**config.mk**
```make
export PLATFORM = sky130hd
export DESIGN_NAME = counter_monitor_flat
export DESIGN_NICKNAME = d
export VERILOG_FILES = /design/src/rtl/counter_monitor_if.sv /design/src/rtl/counter_monitor.sv /design/src/flat_wrapper.sv
export SDC_FILE = /design/constraint.sdc
export NUM_CORES = 1
export LEC_CHECK = 0
export CAP_MARGIN = 20
export CORE_UTILIZATION = 65
export DETAILED_ROUTE_END_ITERATION = 7
export DONT_BUFFER_PORTS = 1
export GPL_TIMING_DRIVEN = 0
export PLACE_DENSITY_LB_ADDON = 0.25
export SLEW_MARGIN = 20
export SYNTH_ARGS = -nofsm -noshare
export SYNTH_HDL_FRONTEND = slang
export SYNTH_SLANG_ARGS = --single-unit
```
**constraint.sdc**
```tcl
create_clock -name clk -period 9.4 [get_ports clk]
set_clock_uncertainty 0.05 [all_clocks]
set_input_delay 0.94 -clock clk [delete_from_list [all_inputs] [get_ports clk]]
set_output_delay 0.94 -clock clk [all_outputs]
set_load 0.05 [all_outputs]
```
**src/rtl/counter_monitor_if.sv**
```systemverilog
// Observation bus between the up/down counter and its run-time health monitor.
// The counter side drives cnt as master; the monitor drives the status fields as slave.
interface counter_monitor_if #(
    parameter int W  = 10,
    parameter int EW = 8
);
    logic signed [W-1:0] cnt;
    logic                mode_est;
    logic                dir_valid;
    logic                sat_hi;
    logic                sat_lo;
    logic                err;
    logic                fault;
    logic [EW-1:0]       err_count;

    modport master (
        output cnt,
        input  mode_est, dir_valid, sat_hi, sat_lo, err, fault, err_count
    );

    modport slave (
        input  cnt,
        output mode_est, dir_valid, sat_hi, sat_lo, err, fault, err_count
    );
endinterface

```
**src/rtl/counter_monitor.sv**
```systemverilog
// Passive health monitor for the +5/-9 saturating counter that skips INV: reconstructs
// the step direction, flags illegal transitions and keeps a sticky fault plus a saturating tally.
module counter_monitor #(
    parameter int W       = 10,
    parameter int RST_VAL = -50,
    parameter int MIN     = -230,
    parameter int MAX     = 235,
    parameter int INV     = -11,
    parameter int STEP_UP = 5,
    parameter int STEP_DN = 9,
    parameter int EW      = 8
) (
    input  logic               clk,
    input  logic               rst,
    counter_monitor_if.slave   mon
);
    localparam int XW = W + 2;

    localparam logic signed [W-1:0]  RST_VAL_W = W'(RST_VAL);
    localparam logic signed [XW-1:0] MIN_X     = XW'(MIN);
    localparam logic signed [XW-1:0] MAX_X     = XW'(MAX);
    localparam logic signed [XW-1:0] INV_X     = XW'(INV);
    localparam logic signed [XW-1:0] UP_X      = XW'(STEP_UP);
    localparam logic signed [XW-1:0] DN_X      = XW'(STEP_DN);

    localparam logic [0:0] ST_ARMED = 1'b0;
    localparam logic [0:0] ST_TRACK = 1'b1;

    logic [0:0]          state_q, state_d;
    logic signed [W-1:0] prev_q;
    logic                mode_est_q, mode_est_d;
    logic                dir_valid_q, dir_valid_d;
    logic                sat_hi_q, sat_hi_d;
    logic                sat_lo_q, sat_lo_d;
    logic                err_q, err_d;
    logic                fault_q, fault_d;
    logic [EW-1:0]       err_count_q, err_count_d;

    logic signed [XW-1:0] p_x, c_x, up_x, up2_x, dn_x, dn2_x;
    logic                 c_bad, up_hit, dn_hit, illegal;

    assign p_x   = {{2{prev_q[W-1]}}, prev_q};
    assign c_x   = {{2{mon.cnt[W-1]}}, mon.cnt};
    assign up_x  = p_x + UP_X;
    assign up2_x = up_x + UP_X;
    assign dn_x  = p_x - DN_X;
    assign dn2_x = dn_x - DN_X;

    assign c_bad  = (c_x < MIN_X) || (c_x > MAX_X) || (c_x == INV_X);
    assign up_hit = !c_bad && (((up_x <= MAX_X) && (up_x != INV_X) && (c_x == up_x)) ||
                               ((up_x == INV_X) && (c_x == up2_x)) ||
                               ((up_x > MAX_X) && (c_x == p_x)));
    assign dn_hit = !c_bad && (((dn_x >= MIN_X) && (dn_x != INV_X) && (c_x == dn_x)) ||
                               ((dn_x == INV_X) && (c_x == dn2_x)) ||
                               ((dn_x < MIN_X) && (c_x == p_x)));

    // A wrong value held during reset is the only thing reported on the first edge after it.
    assign illegal = (state_q == ST_ARMED && prev_q != RST_VAL_W) || !(up_hit || dn_hit);

    // NOTE: every next-state value gets a default first so this block cannot infer a latch.
    always_comb begin
        state_d     = ST_TRACK;
        mode_est_d  = mode_est_q;
        dir_valid_d = 1'b0;
        sat_hi_d    = 1'b0;
        sat_lo_d    = 1'b0;
        err_d       = 1'b0;
        fault_d     = fault_q;
        err_count_d = err_count_q;
        if (illegal) begin
            err_d   = 1'b1;
            fault_d = 1'b1;
            if (err_count_q != '1) err_count_d = err_count_q + EW'(1);
        end else if (up_hit) begin
            mode_est_d  = 1'b1;
            dir_valid_d = 1'b1;
            sat_hi_d    = (up_x > MAX_X);
        end else begin
            mode_est_d  = 1'b0;
            dir_valid_d = 1'b1;
            sat_lo_d    = (dn_x < MIN_X);
        end
    end

    // NOTE: sequential state uses non-blocking assignments only, so all registers update together.
    always_ff @(posedge clk) begin
        prev_q <= mon.cnt;
        if (rst) begin
            state_q     <= ST_ARMED;
            mode_est_q  <= 1'b0;
            dir_valid_q <= 1'b0;
            sat_hi_q    <= 1'b0;
            sat_lo_q    <= 1'b0;
            err_q       <= 1'b0;
            fault_q     <= 1'b0;
            err_count_q <= '0;
        end else begin
            state_q     <= state_d;
            mode_est_q  <= mode_est_d;
            dir_valid_q <= dir_valid_d;
            sat_hi_q    <= sat_hi_d;
            sat_lo_q    <= sat_lo_d;
            err_q       <= err_d;
            fault_q     <= fault_d;
            err_count_q <= err_count_d;
        end
    end

    assign mon.mode_est  = mode_est_q;
    assign mon.dir_valid = dir_valid_q;
    assign mon.sat_hi    = sat_hi_q;
    assign mon.sat_lo    = sat_lo_q;
    assign mon.err       = err_q;
    assign mon.fault     = fault_q;
    assign mon.err_count = err_count_q;
endmodule

```
**src/flat_wrapper.sv**
```systemverilog
// flat-port wrapper written by rule: the top's interface ports become plain ports
module counter_monitor_flat 
#(
    parameter int W       = 10,
    parameter int RST_VAL = -50,
    parameter int MIN     = -230,
    parameter int MAX     = 235,
    parameter int INV     = -11,
    parameter int STEP_UP = 5,
    parameter int STEP_DN = 9,
    parameter int EW      = 8
)
  (clk, rst, mon_cnt, mon_mode_est, mon_dir_valid, mon_sat_hi, mon_sat_lo, mon_err, mon_fault, mon_err_count);
  counter_monitor_if #(.W(W), .EW(EW)) mon_i ();
  input  logic clk;
  input  logic rst;
  input wire logic [$bits(mon_i.cnt)-1:0] mon_cnt;
  output wire logic [$bits(mon_i.mode_est)-1:0] mon_mode_est;
  output wire logic [$bits(mon_i.dir_valid)-1:0] mon_dir_valid;
  output wire logic [$bits(mon_i.sat_hi)-1:0] mon_sat_hi;
  output wire logic [$bits(mon_i.sat_lo)-1:0] mon_sat_lo;
  output wire logic [$bits(mon_i.err)-1:0] mon_err;
  output wire logic [$bits(mon_i.fault)-1:0] mon_fault;
  output wire logic [$bits(mon_i.err_count)-1:0] mon_err_count;
  assign mon_i.cnt = mon_cnt;
  assign mon_mode_est = mon_i.mode_est;
  assign mon_dir_valid = mon_i.dir_valid;
  assign mon_sat_hi = mon_i.sat_hi;
  assign mon_sat_lo = mon_i.sat_lo;
  assign mon_err = mon_i.err;
  assign mon_fault = mon_i.fault;
  assign mon_err_count = mon_i.err_count;
  counter_monitor #(.W(W), .RST_VAL(RST_VAL), .MIN(MIN), .MAX(MAX), .INV(INV), .STEP_UP(STEP_UP), .STEP_DN(STEP_DN), .EW(EW)) u_core (.clk(clk), .rst(rst), .mon(mon_i));
endmodule
```
== Word-level counts from Yosys, hierarchy flattened ==
Index checks and enable logic that the tools add are counted.
Widths: inputs -> output; s select.
Word-level totals
  register bits after elaboration: 25
  input port bits: 12
  output and inout bits: 14
  logic and storage cells: 62
Operators by class
  $add $sub $neg: 5
  order comparisons: 6
  equality and inequality tests: 12
  muxes and demuxes: 4
  bitwise logic cells: 2
  reduce and logical (&&, ||, !) cells: 24
Operators with widths (count)
  $eq 10x12->1: 2
  $eq 10x11->1: 2
  $eq 11x5->1 const B: 2
  $ne 11x5->1 const B: 2
  $add 11x4->12 const B: 1
  $sub 11x5->12 const B: 1
  $add 10x4->11 const B: 1
  $ge 11x9->1 const B: 1
  $gt 11x9->1 const B: 1
  $le 11x9->1 const B: 1
  $logic_and 1x1->1: 11
  $lt 11x9->1 const B: 1
  $sub 10x5->11 const B: 1
  $eq 10x10->1: 1
  $eq 10x5->1 const B: 1
  $gt 10x9->1 const B: 1
  $lt 10x9->1 const B: 1
  $ne 10x7->1 const B: 1
  $add 8x1->8 const B: 1
  $logic_or 1x1->1: 8
  $ne 8x8->1 const B: 1
  $reduce_or 3->1: 2
  $mux 1: 4
  $logic_not 1->1: 2
  2 further kinds: 3

== Longest topological paths before layout ==
  depth in word-level cells: 11
  depth in mapped cells: 15
  depth with buffers taken out: 12

== Worst setup path before layout ==
No wires, ideal clock.
  path kind: reg2reg
  from: reg u_core.prev_q[0]
  to: reg u_core.err_count_q[4], in the netlist u_core.mon.err_count[4]
  library setup time: 123 ps
  arrival time: 3178 ps
  required time: 9227 ps
  path slack: 6049 ps
  stages on the path, launching flop included: 15
  buffers on the path: 2
  period minus slack after synthesis: 3351 ps
  path through: dfxtp_1 buf_2 inv_1 ha_1 buf_2 nor2b_1 or3_1 a22o_1 or3_1 o2bb2ai_1 a32o_1 nand4b_2 a31oi_2 nor3_1 mux2_1
On the way
  word-level cells in the longest chain between the ends: 11
  elaborated cells between the ends (all ways): 37
  those cells by class: add/sub: 4; order compare: 4; eq/ne: 10; reduce/logical: 19
RTL lines
  start: declaration: RTL line counter_monitor.sv:30  | logic signed [W-1:0] prev_q;
  start signal: assignment: RTL line counter_monitor.sv:87  | prev_q <= mon.cnt;
  $add 10x4->11 or $sub 10x5->11 (tied branches): RTL line counter_monitor.sv:44, counter_monitor.sv:46
  $add 11x4->12 (tied with other cells): RTL line counter_monitor.sv:45  | assign up2_x = up_x + UP_X;
  $eq 10x12->1 (tied with other cells): RTL line counter_monitor.sv:51  | ((up_x == INV_X) && (c_x == up2_x)) ||
  $logic_and 1x1->1, on equally long branches
  $logic_or 1x1->1, on equally long branches: RTL line counter_monitor.sv:50, counter_monitor.sv:53
  $logic_or 1x1->1, on equally long branches: RTL line counter_monitor.sv:51, counter_monitor.sv:54
  $logic_and 1x1->1, on equally long branches: RTL line counter_monitor.sv:50, counter_monitor.sv:53
  $logic_or 1x1->1: RTL line counter_monitor.sv:58  | assign illegal = (state_q == ST_ARMED && prev_q != RST_VAL_W) || !(up_hit || dn_hit);
  $logic_not 1->1: RTL line counter_monitor.sv:58
  $logic_or 1x1->1 (*): RTL line counter_monitor.sv:58
  $reduce_and 2->1 (no line) (*)
  end signal: assignment: RTL line counter_monitor.sv:105  | err_count_q <= err_count_d;
  end: declaration: RTL line counter_monitor.sv:37  | logic [EW-1:0] err_count_q, err_count_d;
Every way passes the cells marked *; elsewhere a longest branch is shown, timed or not.
A chain may end at the register's enable or synchronous reset.

== Final worst setup path ==
  from: reg u_core.prev_q[0]
  to: reg u_core.err_count_q[1], in the netlist u_core.mon.err_count[1]
Same word-level chain as after synthesis.

==> impl_metrics.tcl <==
set metrics [dict create \
    status "complete, no violations" \
    final_util_pct 70.8 \
    syn_nets 368 \
    cts_buffer_depth 2 \
    numPortBuffers 0 \
    pwr-share-comb_pct 37.1 \
    regToRegEndpoint "u_core.mon.err_count[1]$_SDFFE_PP0P_" \
    slowest_delay_ns 0.58 \
    ir_drop_mv 0.0807 \
    drt_iter0_drc 307 \
    dieHeight_um 66.7 \
    n_antenna_cell 0 \
    yosysTopAreaCell "dfxtp_1" \
    rr_startpoint "u_core.prev_q[0]$_DFF_P_" \
    hold_buffers 0 \
    cts_tree "built" \
    hold_violations 0 \
    synth.avg_cell_area_um2 7.86 \
    ctsResizeCount 0 \
    final_antenna_net_count 0 \
    crit_buf_inv 3 \
    finalCritPeriodShare_pct 41.1 \
    setup_ws_ns 5.54 \
    wl_per_cell_um 17.7 \
    initial_core_util_pct 68.0 \
    cts_num_sinks 25 \
    hold_path.class "in -> reg" \
    routed_wl_um 7100 \
    final_cell_area_mm2 0.00283 \
    area_delta_synth_final_pct 4.09 \
    grt_setup_unrepaired "no" \
    yosys_warnings 0 \
    crit_required_ns 9.53 \
    grt_max_degree 16 \
    synth_top_cells_by_area "dfxtp_1 18%, xnor2_1 11%, xor2_1 6.1%" \
    clock_power_share_pct 22.4 \
    core-area_mm2 0.00400 \
    worstPathCellList "buf_2, inv_1, ha_1, buf_2, nand2b_2, a2111oi_4, xor2_2, nand4b_1, nor4_1, a32oi_2, a31o_1, and2_1, a31o_1" \
    crit_slowest_cell "a2111oi_4" \
    mostFrequentLayoutCells "34 x xnor2_1, 25 x a21oi_1, 25 x dfxtp_1, 23 x nand2_1" \
    drv_cap 0 \
    max_freq_ghz 0.259 \
    synth-main-ff-cell "dfxtp_1" \
    grt_pass1_vias 2392 \
    ios 26 \
    viasPerCell 6.86 \
    power_frac_seq_pct 40.5 \
    slew-limit-headroom_pct 53.2 \
    dpl.hpwl_um 5550 \
    worst_pin_slew_ns 0.700 \
    post_cts_buffers 0 \
    root_buffer "clkbuf_8" \
    route.detailed.drc 0 \
    worstSetupPathType "reg -> reg" \
    r2r_cells 13 \
    synth_edf_count 0 \
    drt_pass1_iterations 5 \
    gr-usage-all-layers_pct 33.6 \
    antenna_found_initial 0 \
    preCtsSetupSlack_ns 5.65 \
    reg2reg_setup_slack_ns 5.54 \
    final_common_cell "xnor2_1" \
    hp-start "mon_cnt[9]" \
    fillers 323 \
    ys_types 71 \
    p_sw_mw 0.114 \
    finalSetupViolCount 0 \
    die_x_um 66.7 \
    synth_area_mm2 0.00272 \
    power_density_mw_per_mm2 105 \
    holdPathEnd "u_core.prev_q[9]$_DFF_P_" \
    whs_ns 0.632 \
    dpl.cell_count 396 \
    grt_pass1_wl_um 11300 \
    swShare_pct 38.4 \
    drive_gt1_share_pct 9.71 \
    p_total_mw 0.296 \
    h-tree-depth 1 \
    final.setup.tns_ns 0 \
    vias 2745 \
    cp_max_fo 10 \
    synth_cells 346 \
    layout_min_cycle_time_ns 3.86 \
    ys_seq_elements 25 \
    layout.cells.non_filler 400 \
    rows 23 \
    holdPathStages 0 \
    clk_latency_ns 0.27 \
    path_clk_slew_ns 0.09 \
    setup.worst_path.start_class "register" \
    synth_top_area_share_pct 18.4 \
    drv_slew 0 \
    grt_overflow_total 0 \
    crit_family "compound AO/OA/AOI/OAI gates" \
    p_leak_nw 0.972 \
    async_reset_ff_share_pct 0 \
    finalNetCount 373 \
    endpoint_kind "register" \
    power.internal_mw 0.183 \
    yosysSeqAreaShare_pct 18.4 \
    dpl_cell_area_mm2 0.00278 \
    worst_ep_arrival_time_ns 3.99 \
    cts_buffers 3 \
    gp_congestion 0.980 \
    die_area_mm2 0.00445 \
]
[synthesized netlist by cell type (8+ instances only)]
master     n
nor4_1     9
nand4_1   10
nor2_1    19
or3_1      9
xor2_1    19
nand2b_1   8
xnor2_1   34
ha_1      10
nand2_1   23
dfxtp_1   25
buf_2      9
o21ai_0    8
nor3_1     9
a21oi_1   25
nand3_1   13
[sequential cells by signal, indices dropped and copies added, names as in the netlist]
name and count:
u_core.mon.dir_valid 1, u_core.mon.fault 1, u_core.mon.err_count 8, u_core.mon.mode_est 1, u_core.mon.sat_lo 1, u_core.state_q 1
u_core.mon.sat_hi 1, u_core.prev_q 10, u_core.mon.err 1
[kinds of logic after synthesis]
logic type                 after synthesis  synth area share (%)
xor gates and xnor gates                54                  17.7
buffers and inverters                   28                  4.97
adders and majority gates               12                  5.43
AOI/OAI and AO/OA                       95                  25.6
and+or+nand+nor                        130                  27.1
DFF                                     25                  18.4
muxes                                    2                 0.782
[routing by layer]
metal | up-vias | GRT usage [%] | part of all wire, %
met2 | 150 | 51.9 | 44
met1 | 1272 | 47.1 | 45
met4 | 0 | 10.4 | 3.1
met5 | - | 0 | 0
li1 | 1299 | - | -
met3 | 24 | 5.48 | 8.2
[power groups by stage]
stage / logic, mW / clock network (mW) / registers (mW)
global route: 0.120 / 0.0707 / 0.121
detailed placement: 0.106 / 0 / 0.122
CTS: 0.107 / 0.0670 / 0.120
finish: 0.110 / 0.0664 / 0.120
floorplan: 0.0869 / 0 / 0.121
global placement: 0.104 / 0 / 0.122
[final cells by class]
class / count / area, um2 / area share [%]
Buffer: 20 / 105 / 3.71
Sequential cell: 25 / 500 / 17.7
Clock buffer: 3 / 41.3 / 1.46
Multi-Input combinational cell: 293 / 2080 / 73.6
Inverter: 8 / 30.0 / 1.06
Tap cell: 50 / 62.6 / 2.21
Clock inverter: 1 / 7.51 / 0.265
[worst max-delay path by stage]
stage	cells past startpoint	from	to
3_5_place_dp	10	mon_cnt[9]	u_core.mon.err_count[1]$_SDFFE_PP0P_
6_report	13	u_core.prev_q[0]$_DFF_P_	u_core.mon.err_count[1]$_SDFFE_PP0P_
4_1_cts	14	u_core.prev_q[0]$_DFF_P_	u_core.mon.err_count[1]$_SDFFE_PP0P_
3_3_place_gp	10	mon_cnt[9]	u_core.mon.err_count[4]$_SDFFE_PP0P_
2_1_floorplan	14	u_core.prev_q[0]$_DFF_P_	u_core.mon.err_count[4]$_SDFFE_PP0P_
5_1_grt	15	u_core.prev_q[0]$_DFF_P_	u_core.mon.err_count[5]$_SDFFE_PP0P_
Note: power is estimated with default switching activity, not from simulation.
